===== src/rtl/irq_latch_ctrl_pkg.sv =====
// Shared constants, FSM encodings and payload types for the IRQ latch/offer front-end.
package irq_latch_ctrl_pkg;

  localparam int unsigned IRQ_W = 32;
  localparam int unsigned NUM_W = 5;

  // Internal sources merged into the external vector at these indices
  localparam int unsigned IRQ_TIMER    = 0;
  localparam int unsigned IRQ_EBREAK   = 1;
  localparam int unsigned IRQ_BUSERROR = 2;

  localparam logic [IRQ_W-1:0] MASK_RST = '1;

  localparam logic [1:0] ST_IDLE   = 2'd0;
  localparam logic [1:0] ST_OFFER  = 2'd1;
  localparam logic [1:0] ST_ACTIVE = 2'd2;

  typedef struct packed {
    logic             valid;
    logic [NUM_W-1:0] num;
  } irq_offer_t;

endpackage


===== src/rtl/irq_latch_ctrl_if.sv =====
// Offer/accept/retire handshake between the IRQ front-end (master) and the core (slave).
interface irq_latch_ctrl_if;
  import irq_latch_ctrl_pkg::*;

  logic             irq_valid;
  logic [NUM_W-1:0] irq_num;
  logic             irq_ready;
  logic             irq_done;
  logic             in_handler;

  modport master (
    output irq_valid,
    output irq_num,
    output in_handler,
    input  irq_ready,
    input  irq_done
  );

  modport slave (
    input  irq_valid,
    input  irq_num,
    input  in_handler,
    output irq_ready,
    output irq_done
  );

endinterface


===== src/rtl/irq_prio_enc.sv =====
// Lowest-index-wins priority encoder: 32-bit request vector to 5-bit index plus any-bit flag.
module irq_prio_enc
  import irq_latch_ctrl_pkg::*;
(
  input  logic [IRQ_W-1:0] vec,
  output logic [NUM_W-1:0] num_c,
  output logic             any_c
);

  always_comb begin
    num_c = '0;
    any_c = 1'b0;
    for (int i = 0; i < int'(IRQ_W); i++) begin
      if (vec[i] && !any_c) begin
        num_c = NUM_W'(i);
        any_c = 1'b1;
      end
    end
  end

endmodule


===== src/rtl/irq_latch_ctrl.sv =====
// Latches and masks 32 interrupt requests and offers the lowest enabled pending one to the core,
// holding further offers until the core retires the handler.
module irq_latch_ctrl
  import irq_latch_ctrl_pkg::*;
#(
  parameter logic [IRQ_W-1:0] MASKED_IRQ  = 32'h0000_0000,
  parameter logic [IRQ_W-1:0] LATCHED_IRQ = 32'hffff_ffff
) (
  input  logic                    clk,
  input  logic                    reset,
  input  logic [IRQ_W-1:0]        irq_in,
  input  logic                    timer_irq,
  input  logic                    ebreak_irq,
  input  logic                    buserror_irq,
  input  logic                    mask_wr,
  input  logic [IRQ_W-1:0]        mask_wdata,
  output logic [IRQ_W-1:0]        mask_q,
  output logic [IRQ_W-1:0]        pending_q,
  irq_latch_ctrl_if.master        core
);

  logic [IRQ_W-1:0] src;
  logic [IRQ_W-1:0] cand;
  logic [IRQ_W-1:0] clr;
  logic [IRQ_W-1:0] pending_d;
  logic             accept;

  logic [1:0]       state_q, state_d;
  irq_offer_t       offer_q, offer_d;
  logic             in_handler_q, in_handler_d;

  logic [NUM_W-1:0] enc_num_c;
  logic             enc_any_c;

  assign src = irq_in
             | (IRQ_W'(timer_irq)    << IRQ_TIMER)
             | (IRQ_W'(ebreak_irq)   << IRQ_EBREAK)
             | (IRQ_W'(buserror_irq) << IRQ_BUSERROR);

  assign cand   = pending_q & ~(mask_q | MASKED_IRQ);
  assign accept = (state_q == ST_OFFER) && core.irq_ready;

  // Acceptance clears only sticky bits; a same-cycle set re-pends the bit
  assign clr       = accept ? ((IRQ_W'(1) << offer_q.num) & LATCHED_IRQ) : '0;
  assign pending_d = (src & ~LATCHED_IRQ)
                   | (LATCHED_IRQ & (src | (pending_q & ~clr)));

  irq_prio_enc u_prio_enc (
    .vec   (cand),
    .num_c (enc_num_c),
    .any_c (enc_any_c)
  );

  always_ff @(posedge clk) begin
    if (reset) begin
      mask_q    <= MASK_RST;
      pending_q <= '0;
    end else begin
      pending_q <= pending_d;
      if (mask_wr) begin
        mask_q <= mask_wdata;
      end
    end
  end

  always_ff @(posedge clk) begin
    if (reset) begin
      state_q      <= ST_IDLE;
      offer_q      <= '0;
      in_handler_q <= 1'b0;
    end else begin
      state_q      <= state_d;
      offer_q      <= offer_d;
      in_handler_q <= in_handler_d;
    end
  end

  // Ready beats withdrawal; irq_num stays frozen while an offer is outstanding
  always_comb begin
    state_d      = state_q;
    offer_d      = offer_q;
    in_handler_d = in_handler_q;
    case (state_q)
      ST_IDLE: begin
        if (enc_any_c) begin
          state_d       = ST_OFFER;
          offer_d.valid = 1'b1;
          offer_d.num   = enc_num_c;
        end
      end
      ST_OFFER: begin
        if (core.irq_ready) begin
          state_d       = ST_ACTIVE;
          offer_d.valid = 1'b0;
          in_handler_d  = 1'b1;
        end else if (!cand[offer_q.num]) begin
          state_d       = ST_IDLE;
          offer_d.valid = 1'b0;
        end
      end
      ST_ACTIVE: begin
        if (core.irq_done) begin
          state_d      = ST_IDLE;
          in_handler_d = 1'b0;
        end
      end
      default: begin
        state_d       = ST_IDLE;
        offer_d.valid = 1'b0;
        in_handler_d  = 1'b0;
      end
    endcase
  end

  assign core.irq_valid  = offer_q.valid;
  assign core.irq_num    = offer_q.num;
  assign core.in_handler = in_handler_q;

endmodule


===== src/flat_wrapper.sv =====
// flat-port wrapper written by rule: the top's interface ports become plain ports
module irq_latch_ctrl_flat import irq_latch_ctrl_pkg::*;
#(
  parameter logic [IRQ_W-1:0] MASKED_IRQ  = 32'h0000_0000,
  parameter logic [IRQ_W-1:0] LATCHED_IRQ = 32'hffff_ffff
)
  (clk, reset, irq_in, timer_irq, ebreak_irq, buserror_irq, mask_wr, mask_wdata, mask_q, pending_q, core_irq_valid, core_irq_num, core_in_handler, core_irq_ready, core_irq_done);
  irq_latch_ctrl_if core_i ();
  input  logic clk;
  input  logic reset;
  input  logic [IRQ_W-1:0] irq_in;
  input  logic timer_irq;
  input  logic ebreak_irq;
  input  logic buserror_irq;
  input  logic mask_wr;
  input  logic [IRQ_W-1:0] mask_wdata;
  output logic [IRQ_W-1:0] mask_q;
  output logic [IRQ_W-1:0] pending_q;
  output wire logic [$bits(core_i.irq_valid)-1:0] core_irq_valid;
  output wire logic [$bits(core_i.irq_num)-1:0] core_irq_num;
  output wire logic [$bits(core_i.in_handler)-1:0] core_in_handler;
  input wire logic [$bits(core_i.irq_ready)-1:0] core_irq_ready;
  input wire logic [$bits(core_i.irq_done)-1:0] core_irq_done;
  assign core_irq_valid = core_i.irq_valid;
  assign core_irq_num = core_i.irq_num;
  assign core_in_handler = core_i.in_handler;
  assign core_i.irq_ready = core_irq_ready;
  assign core_i.irq_done = core_irq_done;
  irq_latch_ctrl #(.MASKED_IRQ(MASKED_IRQ), .LATCHED_IRQ(LATCHED_IRQ)) u_core (.clk(clk), .reset(reset), .irq_in(irq_in), .timer_irq(timer_irq), .ebreak_irq(ebreak_irq), .buserror_irq(buserror_irq), .mask_wr(mask_wr), .mask_wdata(mask_wdata), .mask_q(mask_q), .pending_q(pending_q), .core(core_i));
endmodule

===== config.mk =====
export PLATFORM = sky130hd
export DESIGN_NAME = irq_latch_ctrl_flat
export DESIGN_NICKNAME = d
export VERILOG_FILES = /design/src/rtl/irq_latch_ctrl_pkg.sv /design/src/rtl/irq_latch_ctrl_if.sv /design/src/rtl/irq_prio_enc.sv /design/src/rtl/irq_latch_ctrl.sv /design/src/flat_wrapper.sv
export SDC_FILE = /design/constraint.sdc
export NUM_CORES = 1
export LEC_CHECK = 0
export CAP_MARGIN = 20
export CORE_ASPECT_RATIO = 1.25
export CORE_UTILIZATION = 47
export CTS_CLUSTER_SIZE = 24
export DETAILED_ROUTE_END_ITERATION = 6
export GPL_TIMING_DRIVEN = 0
export PLACE_DENSITY = 0.9
export SYNTH_ARGS = -nofsm -noshare
export SYNTH_HDL_FRONTEND = slang
export SYNTH_SLANG_ARGS = --single-unit
export TNS_END_PERCENT = 30

===== constraint.sdc =====
create_clock -name clk -period 3.05 [get_ports clk]
set_clock_uncertainty 0.2 [all_clocks]
set_input_delay 0.305 -clock clk [delete_from_list [all_inputs] [get_ports clk]]
set_output_delay 0.305 -clock clk [all_outputs]
set_load 0.1 [all_outputs]

Yosys cells after proc, flatten, opt, wreduce, memory -nomap -nowiden
Cells that the tools add are included.
{ "word_totals": {"wordCells": 170, "reg_bits": 73, "output_inout_bits": 71} }
{ "op_classes": {"n_eq_ne": 6, "n_reduce_logical": 68, "shift": 1, "bitwise": 10, "order_cmp": 1, "muxes": 78} }
{ "ops": {"columns": ["operator", "count"], "rows": [
  ["5-bit two-way mux", 30],
  ["32-bit AND", 2],
  ["32-bit inverter", 2],
  ["1-bit two-way mux", 38],
  ["1-bit logical AND", 32],
  ["32-bit two-way mux", 1],
  ["32-bit by 1-bit OR with 32-bit output", 1],
  ["32-bit by 2-bit OR with 32-bit output", 1],
  ["32-bit by 3-bit OR with 32-bit output", 1],
  ["32-bit OR", 1],
  ["1-bit by 5-bit << shifter with 32-bit output (first input constant)", 1],
  ["1-bit zero test", 31],
  ["3-bit AND reduction", 3],
  ["2-bit two-way mux", 4],
  ["5-bit by 6-bit less-than comparator with 1-bit output (second input constant)", 1],
  ["6-bit two-way mux", 1],
  ["1-bit one-hot mux with 3 select lines", 2],
  ["2-bit one-hot mux with 3 select lines", 1],
  ["1-bit binary-select mux with 5-bit select", 1],
  ["2-bit != test (second input constant)", 2],
  ["3-bit != test (second input constant)", 1],
  ["2-bit by 1-bit equality test with 1-bit output (second input constant)", 1],
  ["2-bit equality test (second input constant)", 1],
  ["2-bit zero test", 1],
  ["other kinds (3)", 4]
]} }

Depth between registers and ports, before layout
Gate-level depths: netlist of run 1.
{ "depth": {"word_depth": 98, "mapped_depth": 7} }

Hierarchy
A second synthesis of run 1 with hierarchy kept.
{ "hier_totals": {"hier_cells": 421, "hier_area_um2": 3554.7} }
{ "modules_own_cells": {"columns": ["mod", "area_each_um2", "cells_per_inst", "seq_area_each_um2", "n_inst"], "rows": [
  ["irq_latch_ctrl", 3113.0, 352, 1461.4, 1],
  ["irq_prio_enc", 441.7, 69, 0.0, 1]
]} }

Least setup slack after synthesis of run 1
Ideal clock, no wire load.
{ "synth_path": {"kind": "reg2reg", "start": "reg u_core.mask_q[13]", "end": "reg u_core.offer_q (netlist bit u_core.core.irq_num[0])", "path_slack_ns": 0.407, "arrival_ns": 2.355, "setup_time_ns": 0.088, "n_path_buf": 0, "path_stages_with_launch": 7, "path_cell_list": "dfxtp_1 > nor2b_1 > nor4_4 > nand4_4 > o31a_1 > nand2b_4 > o32ai_2"} }
{ "synth_via": {"elab_chain_len": 59, "word_cells_on_any_way": 78} }
{ "synth_lines": {"columns": ["element", "line_no", "text"], "rows": [
  ["from (decl)", "irq_latch_ctrl.sv:17", "output logic [IRQ_W-1:0] mask_q,"],
  ["from (signal assigned)", "irq_latch_ctrl.sv:61", "mask_q <= mask_wdata;"],
  ["32-bit inverter (*)", "irq_latch_ctrl.sv:40", "assign cand = pending_q & ~(mask_q | MASKED_IRQ);"],
  ["32-bit AND (*)", "irq_latch_ctrl.sv:40", null],
  ["1-bit logical AND (*)", "irq_prio_enc.sv:14", "if (vec[i] && !any_c) begin"],
  ["1-bit two-way mux", "irq_prio_enc.sv:14", null],
  ["1-bit zero test", "irq_prio_enc.sv:14", null],
  ["1-bit logical AND", "irq_prio_enc.sv:14", null],
  ["1-bit two-way mux", "irq_prio_enc.sv:14", null],
  ["1-bit zero test", "irq_prio_enc.sv:14", null],
  ["(+43 left out)", null, null],
  ["1-bit two-way mux", "irq_prio_enc.sv:14", null],
  ["1-bit zero test", "irq_prio_enc.sv:14", null],
  ["1-bit logical AND", "irq_prio_enc.sv:14", null],
  ["1-bit two-way mux", "irq_prio_enc.sv:14", null],
  ["1-bit zero test", "irq_prio_enc.sv:14", null],
  ["1-bit logical AND", "irq_prio_enc.sv:14", null],
  ["1-bit two-way mux", "irq_prio_enc.sv:14", null],
  ["2-bit AND reduction (no line)", null, null],
  ["to (signal assigned)", "irq_latch_ctrl.sv:73", "offer_q <= offer_d;"],
  ["to (decl)", "irq_latch_ctrl.sv:29", "irq_offer_t offer_q, offer_d;"]
]} }
Mark *: on every way between the ends. The rest lies on a longest branch, timed or not.
A chain may end at the register's enable or synchronous reset.

Worst setup path after layout of run 1
{ "layout_path": {"start": "reg u_core.offer_q (netlist bit u_core.core.irq_num[4])", "end": "out core_irq_num[4]"} }
{ "layout_rtl": {"columns": ["element", "line_no", "text"], "rows": [
  ["to (decl)", "flat_wrapper.sv:20", "output wire logic [$bits(core_i.irq_num)-1:0] core_irq_num;"]
]} }
No word-level cell between the ends.

==> impl_metrics.toml, run 1 <==
[critical_path]
crit_chain = "clkdlybuf4s50_1"
slowest_stage = "clkdlybuf4s50_1"
crit_fanout = 5
timing.rr.start = "u_core.pending_q[21]$_SDFF_PP0_"
r2r_setup_slack_ps = 720
cp.arrival_ps = 2020
cp_top_family = "buffers and inverters"
crit_type = "flop to output port"
crit_buf_inv = 1
startpoint_type = "flop"
cp_slowest_stage_delay_ps = 1190
cp.required_ps = 2540
worst_setup_path_end_kind = "output port"
reg2reg_depth = 6
r2r-end = "u_core.core.irq_num[0]$_SDFFE_PP0P_"

[clock_network]
hold_buffers = 0
insertion_delay_ps = 350
clk_pin_slew_ps = 80
h-tree-depth = 3
numClockSinks = 73
clock_path_buffers = 2
tritoncts = "built"
cts_setup_buffers = 0
ctsResizeCount = 0
numCtsBuffers = 9
clockRootBuffer = "clkbuf_8"

[worst_hold_path]
holdPathEnd = "u_core.core.in_handler$_SDFFE_PP0P_"
hold_path.class = "flop to flop"
hp-start = "u_core.core.in_handler$_SDFFE_PP0P_"
min_path_cells = 2

[sta]
post-route-period-util = 0.8268
slew_viol_final = 0
relSlewSlack = 0.3170
rsz0062_at_grt = "false"
setup_viol = 0
fin_crit_ps = 2522
hold_viol = 0
tightest_slew_ps = 1021
holdWs_ps = 266.8
fmax_ghz = 0.3966
tns_ps = 0

[grt]
grt_pass1_vias = 3867
grt_max_degree = 13
grt.overflow.total = 0
grt_usage = 0.3073
grt_pass1_wl_microns = 18650
antenna_found_initial = 0

[power_and_ir_drop]
power_density_mw_per_mm2 = 601.9
ir_drop_v = 0.0003920
fin_total_pwr_w = 0.003249
p_leak_nw = 2.128

[die]
num_io_pins = 143
rows = 35
start_util = 0.4908
fp.coreArea_sq_mm = 0.007445
die_w_microns = 80.86
die_area_sq_mm = 0.008132
die_y_microns = 100.6

[final_layout]
area.growth.synth_to_final_pct = 47.74
final_cell_count_no_fill = 668
drive_above_1_share = 0.07465
diodes = 0
finalInstanceArea_sq_mm = 0.005398
layout.nets = 644

[logic_synthesis]
ys_seq_area_frac = 0.4000
syn_nets = 492
synth_edf_count = 0
synth_area_sq_mm = 0.003654
synth_area_leader_cell = "dfxtp_1"
synth_cell_types = 41
ys.flop_type = "dfxtp_1"
avgSynthCellArea_sq_um = 8.699
synth.area.top_cells = "dfxtp_1 (40%), nor2b_1 (8.0%), a21oi_1 (6.3%), o21ai_0 (5.2%), a211o_1 (4.8%)"
yosys_warnings = 0
async_reset_ff_frac = 0
ys_ff_latch = 73
synth.top_cell.area_share = 0.4000
yosysMostFrequentCell = "dfxtp_1"
ys_top_cells_by_count = "dfxtp_1 (73), nor2b_1 (47), a21oi_1 (46), o21ai_0 (38), inv_1 (34)"
syn_inst = 420

[routing]
routed_wl_microns = 12000
antenna_left = 0
drc = 0
wl_per_cell_microns = 17.96
routed-via-count = 3754
dr.pass1.iters = 5
viasPerCell = 5.620
drt_iter0_markers = 224

[placement]
gp_congestion = 0.8977
place_area_sq_mm = 0.005180
place_inst = 653
io_buffers = 141
hpwl_microns = 9419

[outcome]
status = "finished, final reports clean"

[job]
maxCapViolations = 0
-- logic make-up (layout without fill, tap and decap cells) --
| kind of cell | count (synthesis) | count (layout) | synth area share |
|---|---|---|---|
| AO/OA/AOI/OAI | 125 | 125 | 0.2106 |
| flip-flops | 73 | 73 | 0.4000 |
| multiplexers | 22 | 22 | 0.08459 |
| AND/OR/NAND/NOR | 147 | 147 | 0.2490 |
| buffers and inverters | 53 | 209 | 0.05582 |
-- how the worst max path moves through the flow --
| stage | from | to | slack [ps] | cells after the start |
|---|---|---|---|---|
| 2_1_floorplan | u_core.mask_q[13]$_SDFFE_PP1P_ | u_core.core.irq_num[0]$_SDFFE_PP0P_ | 410 | 6 |
| 3_3_place_gp | mask_wr | u_core.mask_q[25]$_SDFFE_PP1P_ | 720 | 5 |
| 3_5_place_dp | mask_wr | u_core.mask_q[28]$_SDFFE_PP1P_ | 640 | 5 |
| 4_1_cts | u_core.core.irq_num[3]$_SDFFE_PP0P_ | core_irq_num[3] | 520 | 1 |
| 5_1_grt | u_core.core.irq_num[3]$_SDFFE_PP0P_ | core_irq_num[3] | 490 | 1 |
| 6_report | u_core.core.irq_num[4]$_SDFFE_PP0P_ | core_irq_num[4] | 530 | 1 |
-- power by group --
| part | internal [W] | switching (W) | leakage [nW] |
|---|---|---|---|
| combinational | 0.000395 | 0.000902 | 1.41 |
| sequential | 0.00104 | 0.0000782 | 0.609 |
| clock | 0.000477 | 0.000361 | 0.104 |
-- area by class of cell --
cell class	instances	area [sq um]
Sequential cell	73	1461
Multi-Input combinational cell	294	1988
Clock inverter	5	80.08
Fill cell	601	2047
Clock buffer	10	137.6
Tap cell	92	115.1
Timing Repair Buffer	141	1411
Inverter	34	127.6
Buffer	19	76.32
-- state kept, by name, indices dropped and copies added (netlist names) --
signal / count
u_core.core.in_handler: 1
u_core.mask_q: 32
u_core.state_q: 2
u_core.core.irq_num: 5
u_core.core.irq_valid: 1
u_core.pending_q: 32
-- per-layer routing --
metal,vias to the layer above,part of all wire,GRT usage
li1,1776,-,-
met1,1785,0.37,0.3226
met2,157,0.53,0.5669
met3,36,0.061,0.05701
met4,0,0.040,0.1621
met5,-,0,0
-- layout by cell type (no fill, tap or decap), types with 2 or more instances in the layout --
cell             Yosys  routed
clkdlybuf4s50_1      0     141
dfxtp_1             73      73
nor2b_1             47      47
a21oi_1             46      46
o21ai_0             38      38
inv_1               34      34
nand2_1             28      28
nor2_1              23      23
a211o_1             20      20
mux2i_1             14      14
clkbuf_1            13      13
nand2b_1            11      11
clkbuf_8             0      10
nor3_1               8       8
nand3_1              7       7
mux4_2               7       7
a211oi_1             7       7
nor2b_4              5       5
buf_2                4       4
nor4_4               4       4
nor4_1               3       3
o221ai_1             3       3
buf_1                2       2
or2_2                2       2
nor4b_1              2       2
a21o_1               2       2
bufinv_16            0       2
clkinvlp_4           0       2
-- stage by stage --
stage	util	setup slack (ps)
CTS	0.7250	519.4
global placement	0.6958	719.6
floorplan	-	407.3
global route	0.7250	491.7
detailed placement	0.6958	637.6
finish	0.7250	528.4
Note: power is estimated with default switching activity, not from simulation.
==> run 2, diff against run 1 <==
--- a/config.mk
+++ b/config.mk
@@ -7,11 +7,11 @@
 export LEC_CHECK = 0
 export CAP_MARGIN = 20
 export CORE_ASPECT_RATIO = 1.25
-export CORE_UTILIZATION = 47
+export CORE_UTILIZATION = 40
 export CTS_CLUSTER_SIZE = 24
 export DETAILED_ROUTE_END_ITERATION = 6
 export GPL_TIMING_DRIVEN = 0
-export PLACE_DENSITY = 0.9
+export PLACE_DENSITY = 0.82
 export SYNTH_ARGS = -nofsm -noshare
 export SYNTH_HDL_FRONTEND = slang
 export SYNTH_SLANG_ARGS = --single-unit
==> constraint.sdc (replaced) <==
create_clock -name clk -period 2.17 [get_ports clk]
set_clock_uncertainty 0.2 [all_clocks]
set_input_delay 0.217 -clock clk [delete_from_list [all_inputs] [get_ports clk]]
set_output_delay 0.217 -clock clk [all_outputs]
set_load 0.1 [all_outputs]
==> impl_metrics.toml, run 2 (synthesized netlist as in run 1, its figures left out) <==
[outcome]
status = "finished, final reports clean"

[grt]
grt_pass1_wl_microns = 19290
met3_usage = 0.03785
grt_pass1_vias = 3790
grt.met2_usage = 0.5167
grt_usage = 0.2709
grt.overflow.total = 0
grtUsageMet1 = 0.2908
grt_max_degree = 13
antenna_found_initial = 0
top_usage_layer = "met2"

[routing]
antenna_left = 0
drc = 0
routed_wl_microns = 12310
routed-via-count = 3679
wl_per_cell_microns = 17.56
dr.pass1.iters = 5
viasPerCell = 5.248
drt_iter0_markers = 196

[final_layout]
finalInstanceArea_sq_mm = 0.005533
diodes = 0
drive_above_1_share = 0.2031
nFillCells = 773
layout.nets = 648
multi_input_comb_area_sq_mm = 0.002002
area.growth.synth_to_final_pct = 51.44
final_cell_count_no_fill = 701
finish.utilization = 0.6290
ff_latch_area_sq_mm = 0.001588
final_cell_mix = "clkdlybuf4s50_1 (70), dlygate4sd2_1 (70), dfxtp_2 (50), nor2b_1 (47), a21oi_1 (46)"

[critical_path]
startpoint_type = "flop"
slowest_stage = "dlygate4sd2_1"
cp_slowest_stage_delay_ps = 880
crit_fanout = 5
cp.arrival_ps = 1680
worst_setup_path_end_kind = "output port"
critPathLaunch = "u_core.core.irq_num[3]$_SDFFE_PP0P_"
crit_type = "flop to output port"
cp.required_ps = 1750
timing.rr.start = "u_core.pending_q[3]$_SDFF_PP0_"
crit_chain = "dlygate4sd2_1"
cp_top_family = "buffers and inverters"
crit_buf_inv = 1

[worst_hold_path]
hp-start = "reset"
hold_path.class = "input port to flop"

[power_and_ir_drop]
power_density_mw_per_mm2 = 833.9
ir_drop_v = 0.0003421
p_leak_nw = 2.250
fin_total_pwr_w = 0.004614

[die]
rows = 38
num_io_pins = 143
fp.coreArea_sq_mm = 0.008796
die_w_microns = 87.48
die_y_microns = 108.9
start_util = 0.4154
die_area_sq_mm = 0.009522

[placement]
hpwl_microns = 9692
gp_congestion = 0.9439
place_area_sq_mm = 0.005341
place_inst = 681
io_buffers = 141

[sta]
post-route-period-util = 0.9642
fmax_ghz = 0.4779
slew_viol_final = 0
setup_viol = 0
holdWs_ps = 167.4
tightest_slew_ps = 1001
hold_viol = 0
fin_crit_ps = 2092
relSlewSlack = 0.3353
rsz0062_at_grt = "true"

[clock_network]
clock_path_buffers = 2
numClockSinks = 73
numCtsBuffers = 9
tritoncts = "built"
clockRootBuffer = "clkbuf_8"
clk_pin_slew_ps = 80
insertion_delay_ps = 360
h-tree-depth = 3

[job]
maxCapViolations = 0
run 2: path summary, 6_finish.rpt:
| check | endpoint | slack, ps | cells past startpoint |
|---|---|---|---|
| setup / recovery | core_irq_num[3] | 80 | 1 |
| hold / removal | u_core.core.irq_valid$_SDFFE_PP0P_ | 170 | 3 |
| setup reg to reg | u_core.core.irq_num[0]$_SDFFE_PP0P_ | 80 | 6 |
| hold reg to reg | u_core.core.in_handler$_SDFFE_PP0P_ | 260 | 2 |
run 2: cell type report:
| cell class | instances | share of cell area |
|---|---|---|
| Sequential cell | 73 | 0.2870 |
| Tap cell | 120 | 0.02714 |
| Multi-Input combinational cell | 294 | 0.3618 |
| Clock buffer | 12 | 0.03008 |
| Timing Repair Buffer | 145 | 0.2438 |
| Clock inverter | 4 | 0.01312 |
| Buffer | 19 | 0.01402 |
| Inverter | 34 | 0.02307 |
run 2: report_power, final:
part | total, W | switching [W] | internal, W
Sequential | 0.00158 | 0.000109 | 0.00147
Combinational | 0.00177 | 0.00127 | 0.000500
Clock | 0.00126 | 0.000516 | 0.000747
run 2: stage by stage:
step                setup WS [ps]  setup TNS (ps)
CTS                        -26.42          -26.42
global placement           -84.11           -1093
detailed placement         -152.2           -2581
finish                      77.69               0
floorplan                  0.4043               0
global route              -0.4312         -0.4312
run 2: repair_timing:
action | CTS | global route
hold buffers | 0 | 0
setup buffers | 0 | 4
endpoints found under the setup margin | 73 | 8
pin swaps | 0 | 4
resized for setup | 73 | 3
run 2: routing by layer:
metal	share of wire	vias to the layer above
met5	0	-
met4	0.027	0
met3	0.058	26
met2	0.53	144
met1	0.39	1717
li1	-	1792
